File: src/rtl/z16_decode_stage.sv
// Z16 decode stage: decodes one instruction per cycle and stalls on RAW (optionally WAW) scoreboard hazards.
// Latency: one cycle from accept to o_valid; a same-cycle writeback releases a stall with no bubble.
// Backpressure: holds the decode while i_ready=0; o_ready drops on hazard, reset or a held, unconsumed decode.
module z16_decode_stage #(
    parameter int XLEN      = 16,
    parameter bit STALL_WAW = 1'b1
) (
    input  logic            i_clk,
    input  logic            i_rst,
    input  logic [15:0]     i_instr,
    input  logic            i_valid,
    output logic            o_ready,
    input  logic            i_ready,
    output logic            o_valid,
    output logic [3:0]      o_opecode,
    output logic [3:0]      o_rd_addr,
    output logic [3:0]      o_rs1_addr,
    output logic [3:0]      o_rs2_addr,
    output logic [XLEN-1:0] o_imm,
    output logic            o_rd_wen,
    output logic            o_mem_wen,
    output logic [3:0]      o_alu_ctrl,
    input  logic            i_wb_en,
    input  logic [3:0]      i_wb_addr,
    input  logic            i_flush,
    output logic [15:0]     o_pending
);
    typedef struct packed {
        logic [3:0]      opecode;
        logic [3:0]      rd_addr;
        logic [3:0]      rs1_addr;
        logic [3:0]      rs2_addr;
        logic [XLEN-1:0] imm;
        logic            rd_wen;
        logic            mem_wen;
        logic [3:0]      alu_ctrl;
    } dec_t;

    dec_t        dec;
    dec_t        hold_q;
    logic        valid_q;
    logic        uses_rs2;
    logic        hazard;
    logic        accept;
    logic [15:0] pending_q;
    logic [15:0] wb_clr;
    logic [15:0] flush_clr;
    logic [15:0] acc_set;
    logic [15:0] eff;

    always_comb begin
        dec          = '0;
        uses_rs2     = 1'b1;
        dec.opecode  = i_instr[3:0];
        dec.rd_addr  = i_instr[7:4];
        dec.rs1_addr = (i_instr[3:0] == 4'h9) ? i_instr[7:4] : i_instr[11:8];
        dec.rs2_addr = i_instr[15:12];
        case (i_instr[3:0])
            4'h9: begin
                dec.rd_wen = 1'b1;
                dec.imm    = XLEN'($signed(i_instr[15:8]));
                uses_rs2   = 1'b0;
            end
            4'hA: begin
                dec.rd_wen = 1'b1;
                dec.imm    = XLEN'($signed(i_instr[15:12]));
                uses_rs2   = 1'b0;
            end
            4'hB: begin
                dec.mem_wen = 1'b1;
                dec.imm     = XLEN'($signed(i_instr[7:4]));
            end
            4'hC, 4'hD, 4'hE, 4'hF: begin
                dec.rd_wen = 1'b0;
            end
            default: begin
                dec.rd_wen   = 1'b1;
                dec.alu_ctrl = i_instr[3:0];
            end
        endcase
    end

    // A writeback in this cycle already counts as retired for hazard purposes.
    assign wb_clr = i_wb_en ? (16'h0001 << i_wb_addr) : 16'h0000;
    assign eff    = pending_q & ~wb_clr;

    assign hazard = eff[dec.rs1_addr]
                  | (uses_rs2 & eff[dec.rs2_addr])
                  | (STALL_WAW & dec.rd_wen & eff[dec.rd_addr]);

    assign o_ready = !i_rst & !hazard & (!valid_q | i_ready);
    assign accept  = i_valid & o_ready & !i_flush;

    assign flush_clr = (i_flush & valid_q & hold_q.rd_wen) ? (16'h0001 << hold_q.rd_addr) : 16'h0000;
    assign acc_set   = (accept & dec.rd_wen) ? (16'h0001 << dec.rd_addr) : 16'h0000;

    always_ff @(posedge i_clk) begin
        if (i_rst) begin
            pending_q <= 16'h0000;
            valid_q   <= 1'b0;
            hold_q    <= '0;
        end else begin
            pending_q <= (pending_q & ~(wb_clr | flush_clr)) | acc_set;
            if (i_flush) begin
                valid_q <= 1'b0;
            end else if (accept) begin
                valid_q <= 1'b1;
            end else if (i_ready) begin
                valid_q <= 1'b0;
            end
            if (accept) begin
                hold_q <= dec;
            end
        end
    end

    assign o_valid    = valid_q;
    assign o_opecode  = hold_q.opecode;
    assign o_rd_addr  = hold_q.rd_addr;
    assign o_rs1_addr = hold_q.rs1_addr;
    assign o_rs2_addr = hold_q.rs2_addr;
    assign o_imm      = hold_q.imm;
    assign o_rd_wen   = hold_q.rd_wen;
    assign o_mem_wen  = hold_q.mem_wen;
    assign o_alu_ctrl = hold_q.alu_ctrl;
    assign o_pending  = pending_q;
endmodule

File: config.mk
export PLATFORM = sky130hd
export DESIGN_NAME = z16_decode_stage
export DESIGN_NICKNAME = d
export VERILOG_FILES = /design/src/rtl/z16_decode_stage.sv
export SDC_FILE = /design/constraint.sdc
export NUM_CORES = 1
export LEC_CHECK = 0
export CORE_ASPECT_RATIO = 1.2
export CORE_MARGIN = 8
export CORE_UTILIZATION = 44
export DETAILED_ROUTE_END_ITERATION = 10
export PLACE_DENSITY = 0.77
export REMOVE_ABC_BUFFERS = 1
export SLEW_MARGIN = 5
export SYNTH_ARGS = -nofsm -noshare
export SYNTH_HDL_FRONTEND = slang
export SYNTH_SLANG_ARGS = --single-unit
export TNS_END_PERCENT = 100
File: constraint.sdc
create_clock -name i_clk -period 2.9 [get_ports i_clk]
set_input_delay 0.435 -clock i_clk [delete_from_list [all_inputs] [get_ports i_clk]]
set_output_delay 0.435 -clock i_clk [all_outputs]
set_load 0.01 [all_outputs]
==> flow_summary.json <==
{
  "path_max_fanout": 4,
  "p_switching_uw": 429,
  "arrival_ns": 2.49,
  "p_seq_share_pct": 43.1,
  "placed_area_um2": 4300,
  "via_count": 3272,
  "power.leakage_uw": 0.00184,
  "tightestPinTransition_ns": 0.669,
  "coreArea_um2": 6450,
  "hpwl_um": 7960,
  "violations": "setup timing",
  "vdd_ir_drop_max_mv": 0.222,
  "cts_hold_buf": 0,
  "synthArstFlopShare_pct": 0,
  "synthTopCellsByArea": "dfxtp_1 (32%), mux2i_1 (7.9%), o21ai_0 (5.8%)",
  "synth_cell_types": 48,
  "regToRegSetupSlack_ns": 0.25,
  "clock-sinks": 47,
  "r2r_start": "o_pending[8]",
  "netlist.area_leader.share_pct": 32.2,
  "status": "complete, but fails checks",
  "syn-cell-area_um2": 2930,
  "grt_first_pass_wirelength_um": 17300,
  "syn2layout_area_growth_pct": 60.0,
  "synth-seq-cells": 47,
  "synth_warnings": 0,
  "clock_path_buffers": 2,
  "multi_input_area_um2": 2030,
  "path_depth": 12,
  "drv_slew": 0,
  "grt_max_degree": 24,
  "cts_htree_levels": 2,
  "cellPowerDensity_nw_per_um2": 333,
  "drive_above_1_share_pct": 30.3,
  "switching_share_pct": 27.5,
  "p_comb_share_pct": 23.9,
  "yosysMostFrequentCell": "dfxtp_1",
  "whs_path_depth": 3,
  "synthFlopType": "dfxtp_1",
  "port_buffers": 81,
  "final.setup.worst_slack_ns": -0.0212,
  "cap_violations": 0,
  "layout.nets": 507,
  "wl_um": 10900,
  "ff2ff_path_depth": 11,
  "root_buffer": "clkbuf_8",
  "period_minus_slack_ns": 2.92,
  "post-route-period-util_pct": 101,
  "regArea_um2": 941,
  "finalInstanceArea_um2": 4680,
  "post_drt_wl_per_cell_um": 19.1,
  "fin_skew_ns": 0.00668,
  "fp-row-count": 32,
  "synth-edff-count": 0,
  "crit_top_cell": "buf_6",
  "n_antenna_cell": 0,
  "cp-startpoint": "i_instr[2]",
  "crit_buf_inv": 5,
  "cpPeakStageDelay_ns": 0.30,
  "clk_latency_ns": 0.31,
  "syn_inst": 340,
  "fin_tns_setup_ns": -0.0212,
  "crit_family": "simple AND/OR/NAND/NOR gates",
  "drt_iter0_drc": 172,
  "p_int_uw": 1130,
  "synth_top_area_cell": "dfxtp_1",
  "io_pins": 82,
  "ant_nets": 0,
  "r2r-end": "o_opecode[0]",
  "cp_slowest_cell": "mux2_4",
  "dieArea_um2": 9530,
  "finalHoldViolCount": 0,
  "cp-start-kind": "primary input",
  "synth.yosys.seq_area_share_pct": 32.2,
  "die-height_um": 105,
  "clk_pin_slew_ns": 0.09,
  "cp_cell_sequence": "buf_8, nor4bb_4, buf_4, buf_6, mux2_4, nand2b_4, buf_6, o22ai_4, nor3_4, nor4_4, nor2b_1, buf_2",
  "overflow": 0,
  "track_usage_pct": 22.2,
  "gp_congestion": 0.981,
  "antenna_found_initial": 0,
  "drtPass1Iterations": 5,
  "rsz0062_at_grt": "yes",
  "required_ns": 2.47,
  "cp-endpoint": "o_ready",
  "criticalPathCategory": "in2out",
  "initial_core_util_pct": 45.4,
  "pre_cts_slack_ns": -0.883,
  "max_freq_mhz": 342,
  "cts_made_buffers": 5,
  "die_w_um": 90.5,
  "endpoint_kind": "primary output",
  "ys_top_cells_by_count": "dfxtp_1 (47), o21ai_0 (34), nand2_1 (28), mux2i_1 (23), nor2b_1 (23)",
  "hold_path.class": "in2reg",
  "drc": 0,
  "setup_viol": 1,
  "power.share.clock_pct": 33.0,
  "grt_pass1_vias": 3400,
  "cts_tree": "built",
  "fillCellCount": 490,
  "avgSynthCellArea_um2": 8.61,
  "vias_per_cell": 5.77,
  "relSlewSlack_pct": 55.3
}
==> worst register-to-register path, stage by stage (launching register included) <==
cell	delay, ns
dfxtp_1	0.40
o21ai_4	0.08
buf_4	0.14
mux4_2	0.45
or2_4	0.24
a311oi_2	0.25
buf_4	0.17
nor4_4	0.04
buf_4	0.19
nand2_2	0.10
buf_12	0.15
mux2_2	0.34
==> metal layers <==
layer / share of wire, % / global-route usage, % / vias to the layer above
li1: - / - / 1530
met1: 38 / 23.8 / 1514
met2: 48 / 38.1 / 180
met3: 7.8 / 6.25 / 48
met4: 5.6 / 13.9 / 0
met5: 0 / 0 / -
==> logic make-up (layout without fill, tap and decap cells) <==
group,count (synthesis),after routing,synth area share [%]
flip-flops,47,47,32.2
buffers and inverters,31,173,5.39
AO/OA/AOI/OAI,96,96,22.2
multiplexers,46,46,17.9
XOR/XNOR,1,1,0.299
AND/OR/NAND/NOR,119,119,22.1
==> cell type report <==
type | count | share of cell area (%)
multi-input cells | 262 | 43.3
inverters | 2 | 0.160
well taps | 85 | 2.27
clock inverters | 2 | 0.748
repair buffers | 163 | 31.7
flip-flops and latches | 47 | 20.1
clock buffers | 6 | 1.76
==> layout by cell type, fill, tap and decap left out, types with 3 or more instances in the layout <==
master / count
buf_4: 69
clkdlybuf4s50_1: 66
dfxtp_1: 47
nand2_1: 28
o21ai_0: 24
nor2b_1: 23
nor2_1: 19
nand2b_1: 18
mux2i_1: 18
a211o_1: 12
mux2_2: 11
a21oi_1: 11
buf_6: 10
mux2_1: 8
o211ai_1: 7
o21ai_1: 6
nor3_1: 6
a311oi_1: 6
clkbuf_8: 6
buf_2: 6
dlygate4sd2_1: 5
o21ai_2: 4
mux2i_2: 4
a22o_1: 4
a311o_1: 4
nand2b_4: 3
o2111ai_1: 3
nand3_1: 3
buf_12: 3
==> power by group through the flow <==
stage | clock, µW | combinational (µW) | sequential (µW)
floorplan | 0 | 119 | 692
global placement | 0 | 327 | 686
detailed placement | 0 | 330 | 687
CTS | 520 | 360 | 672
global route | 542 | 396 | 675
finish | 514 | 373 | 672
==> metrics by stage <==
step           util (%)  std cells  power, µW  hold slack, ns
2_1_floorplan         -        311        811           0.495
3_3_place_gp       66.6        552       1010           0.462
3_5_place_dp       66.6        552       1020           0.467
4_1_cts            71.6        567       1550           0.484
5_1_grt            72.7        567       1610           0.480
6_report           72.7        567       1560           0.478
==> what timing repair did <==
item,in CTS,in global routing
resized for setup,84,16
hold endpoints to repair,0,0
cloned,1,0
buffers inserted,9,1
endpoints found under the setup margin,48,41
pin swaps,17,7
==> registers in the layout, indices dropped and copies added (netlist names) <==
signal and count:
o_imm 8, o_opecode 4, o_valid 1, o_rs2_addr 4, o_alu_ctrl 4, o_rd_wen 1, o_rs1_addr 4, o_mem_wen 1
o_pending 16, o_rd_addr 4
==> how the worst min path moves through the flow <==
| stage | start | endpoint | slack, ns |
|---|---|---|---|
| 5_1_grt | i_instr[2] | o_opecode[2] | 0.48 |
| 3_3_place_gp | o_alu_ctrl[0] | o_alu_ctrl[0] | 0.46 |
| 6_report | i_instr[2] | o_opecode[2] | 0.48 |
| 4_1_cts | o_imm[2] | o_imm[2] | 0.48 |
| 2_1_floorplan | o_mem_wen | o_mem_wen | 0.50 |
| 3_5_place_dp | o_mem_wen | o_mem_wen | 0.47 |
(Power assumes the default switching activity.)
==> patch 1, RTL diff (config.mk and constraints unchanged) <==
Change the parameter `XLEN` from 16 to 32.
--- a/src/rtl/z16_decode_stage.sv
+++ b/src/rtl/z16_decode_stage.sv
@@ -3,5 +3,5 @@
 // Backpressure: holds the decode while i_ready=0; o_ready drops on hazard, reset or a held, unconsumed decode.
 module z16_decode_stage #(
-    parameter int XLEN      = 16,
+    parameter int XLEN      = 32,
     parameter bit STALL_WAW = 1'b1
 ) (
Ports: changed (resized o_imm); port bits go from 82 to 98. No check against the original RTL was run, so the function may have changed too.
==> patch 1 against the original RTL <==
  * Worst setup slack better by 0.11 ns
  * Synthesized cell count is 7.6% higher
  * Global-route usage is 1.4 points higher
  * Cell area grew 2.5%
  * Total power decreased by 6.7%
  * Die area is 3.8% higher
  * Sequential cell count is the same
  * Routed wire length grew 12%
  * Area after synthesis up 4.5%
  * Highest routed layer unchanged
==> patch 1: results (changes against the original RTL) <==
| Metric | Value |
|---|---|
| Status | `finished, final reports clean` |
| WP data arrival | `2.37 ns (-0.12 ns)` |
| Top post-synthesis cells by area | `dfxtp_1, o311ai_0, buf_4` |
| Hpwl dp | `9.437 mm (+18%)` |
| Iteration-0 DRC count of the detailed router | `148 (-14%)` |
| Syn avg cell area | `8.358 sq um (-2.9%)` |
| Worst Skew | `0.01394 ns (+0.007258 ns)` |
| Nets | `546 (+7.7%)` |
| Maximum VDD drop | `0.0001897 V (-15%)` |
| Count of input and output buffers | `97 (+20%)` |
| Global-route wire length before repair | `18.95 mm (+9.8%)` |
| Setup Fix Bufs, Post-CTS | `5 (-4)` |
| Final wirelength | `12.11 mm (+12%)` |
| Setup WS pre-CTS | `-0.7433 ns (+0.1399 ns)` |
| P_leak | `1.807 nW (-1.6%)` |
| Dpl cell area | `4547 sq um (+5.9%)` |
| Final Wtd Congestion | `0.9540 (-2.8%)` |
| Largest net degree at the start of global routing | `28 (+17%)` |
| Gr usage total | `23.66% (+1.4 points)` |
| Slew @ Worst Pin | `0.6989 ns (+0.02960 ns)` |
| Non-Filler Instances | `608 (+7.2%)` |
| Number of global-route vias before repair | `3634 (+6.9%)` |
| Resize count post-CTS | `26 (-69%)` |
| Placed cells | `590 (+6.9%)` |
| Post-synthesis sequential area ratio | `30.76% (-1.4 points)` |
| Layout cells sized above 1 | `29.94% (-0.35 points)` |
| Routed vias | `3546 (+8.4%)` |
-- patch 1: cell families after synthesis --
family / count (synthesis) / synth area share (%)
and+or+nand+nor: 95 / 15.66
buffers and inverters: 60 / 11.45
muxes: 18 / 6.871
DFF: 47 / 30.76
AOI/OAI and AO/OA: 146 / 35.26
-- patch 1: power breakdown --
part | switching [mW] | total [mW] | internal, mW
Sequential | 0.00961 | 0.668 | 0.658
Clock | 0.243 | 0.412 | 0.168
Combinational | 0.196 | 0.376 | 0.180
-- patch 1: worst paths after layout --
kind | start | to | slack (ns) | depth (start not counted)
min | i_instr[2] | o_opecode[2]$_SDFFE_PP0P_ | 0.47 | 4
max | i_instr[3] | o_ready | 0.09 | 11
max reg2reg | o_pending[11]$_SDFF_PP0_ | o_rs2_addr[1]$_SDFFE_PP0P_ | 0.32 | 12
min reg2reg | o_alu_ctrl[3]$_SDFFE_PP0P_ | o_alu_ctrl[3]$_SDFFE_PP0P_ | 0.48 | 2
-- patch 1: cell type report --
type | instances | share of cell area (%)
tap | 87 | 2.268
clock buffer | 5 | 1.434
inverter | 8 | 0.6257
timing repair buffer | 199 | 36.91
multi-input combinational | 259 | 38.74
sequential | 47 | 19.60
clock inverter | 3 | 0.4171
-- patch 1: critical path: stages --
cell	delay (ns)
clkdlybuf4s15_1	0.18
and4bb_2	0.29
mux2i_4	0.29
buf_6	0.15
buf_16	0.11
mux2i_1	0.07
o22a_1	0.23
a21oi_2	0.23
o211ai_4	0.11
nor2_1	0.12
buf_2	0.16
-- patch 1: layer usage --
metal / part of all wire, % / global-route usage [%] / up-vias
li1: - / - / 1696
met3: 7.4 / 4.466 / 25
met1: 39 / 26.09 / 1656
met4: 2.9 / 8.189 / 0
met5: 0 / 0 / -
met2: 50 / 43.91 / 169
==> patch 2, RTL diff (same settings) <==
Made on the original files. `pending_q` no longer has a reset.
--- a/src/rtl/z16_decode_stage.sv
+++ b/src/rtl/z16_decode_stage.sv
@@ -97,9 +97,7 @@
     always_ff @(posedge i_clk) begin
         if (i_rst) begin
-            pending_q <= 16'h0000;
             valid_q   <= 1'b0;
             hold_q    <= '0;
         end else begin
-            pending_q <= (pending_q & ~(wb_clr | flush_clr)) | acc_set;
             if (i_flush) begin
                 valid_q <= 1'b0;
@@ -113,4 +111,8 @@
             end
         end
+    end
+
+    always_ff @(posedge i_clk) begin
+        pending_q <= (pending_q & ~(wb_clr | flush_clr)) | acc_set;
     end
 
Function: differs if i_rst is asserted again (counterexample within 4 cycles, from zero or initial values and one cycle with i_rst high); with i_rst held inactive, the same outputs for 10 cycles.
==> patch 2 against the original RTL <==
  * The run still ends with setup timing left
  * Worst setup slack worse by 0.078 ns
  * Critical path depth is 1 lower
  * Total power rose by 13%
  * Sequential cell count did not move
  * Area after synthesis down 2.5%
  * Cell area is 2.0% lower
  * Synthesized cell count is 2.1% higher
  * First-iteration DRC count grew 27%
  * Routed wire length is 0.85% higher
  * Maximum frequency is 2.6% lower
  * Combinational power up 50%
  * Critical path type unchanged
  * Highest routed layer unchanged
==> patch 2: results (changes against the original RTL) <==
| Metric | Value |
|---|---|
| Avg WL per Cell | `18.93 um (-1.1%)` |
| Failing checks | `setup timing` |
| Dpl cell area | `4258 sq um (-0.87%)` |
| Top post-synthesis cells by count | `dfxtp_1, a21oi_1, o21ai_0, nand3_1, nor2_1` |
| Status | `finished with violations` |
| Hpwl dp | `8.408 mm (+5.6%)` |
| Gr usage total | `23.87% (+1.6 points)` |
| Fin worst setup slack | `-0.09948 ns (-0.07831 ns)` |
| Final Wtd Congestion | `0.9628 (-1.9%)` |
| Synth Instances | `347 (+2.1%)` |
| Worst-path fanout max | `6 (+2)` |
| Number of global-route vias before repair | `3507 (+3.1%)` |
| Comb_multi_in | `263 (+0.38%)` |
| Signal inverters | `4 (+2)` |
| Clock-cell share | `2.453% (-0.058 points)` |
| M2 GR Usage | `39.54% (+1.5 points)` |
| Layout cells sized above 1 | `28.40% (-1.9 points)` |
| Slowest cell on the critical path | `a211o_1` |
| Iteration-0 DRC count of the detailed router | `218 (+27%)` |
| Hold Path Origin | `o_imm[6]$_SDFFE_PP0P_` |
| Vias per cell | `5.984 (+3.7%)` |
| Met2 WL | `5.250 mm (+0.21%)` |
| Slew @ Worst Pin | `0.5182 ns (-0.1511 ns)` |
| Buffers, non-clock | `171 (+4.9%)` |
| Reg-to-Reg End | `o_pending[3]$_DFF_P_` |
| # fillers | `497 (+1.4%)` |
| Final wirelength | `10.94 mm (+0.85%)` |
| Hold Path Stages | `2 (-1)` |
| R2R depth | `10 (-1)` |
| Crit-path leading delay family | `compound AO/OA/AOI/OAI gates` |
| Placed cells | `564 (+2.2%)` |
| Resize count post-CTS | `73 (-13%)` |
| Maximum VDD drop | `0.0002147 V (-3.4%)` |
| # clk buffers | `5 (-1)` |
| Top post-synthesis cells by area | `dfxtp_1, a21oi_1, o21ai_0` |
| Hold Path Class | `flip-flop to flip-flop` |
| P_leak | `1.750 nW (-4.6%)` |
| Post-synthesis sequential area ratio | `32.97% (+0.82 points)` |
| Final setup fails | `1 (unchanged)` |
| Worst Skew | `0.008238 ns (+0.001557 ns)` |
| Global-route wire length before repair | `17.64 mm (+2.2%)` |
[patch 2: logic make-up after synthesis]
group	after synthesis	share of synthesized area, %
compound gates	151	34.94
buf+inv	37	6.444
flops	47	32.97
mux	18	7.321
simple gates	94	18.33
[patch 2: power by group through the flow]
| stage | registers, mW | logic, mW | clock network [mW] |
|---|---|---|---|
| CTS | 0.707 | 0.545 | 0.505 |
| detailed placement | 0.719 | 0.506 | 0 |
| global route | 0.712 | 0.596 | 0.534 |
| finish | 0.708 | 0.560 | 0.493 |
| floorplan | 0.731 | 0.177 | 0 |
| global placement | 0.719 | 0.500 | 0 |
[patch 2: metrics by stage]
stage	setup TNS (ns)	utilization, %	hold WS [ns]	worst slack (ns)
4_1_cts	0	71.32	0.4855	0.007090
3_3_place_gp	-19.65	66.88	0.4622	-0.9908
5_1_grt	-0.1543	72.11	0.5098	-0.1543
3_5_place_dp	-21.04	66.88	0.4721	-1.053
6_report	-0.09948	72.11	0.4823	-0.09948
2_1_floorplan	-10.65	-	0.4881	-0.5014
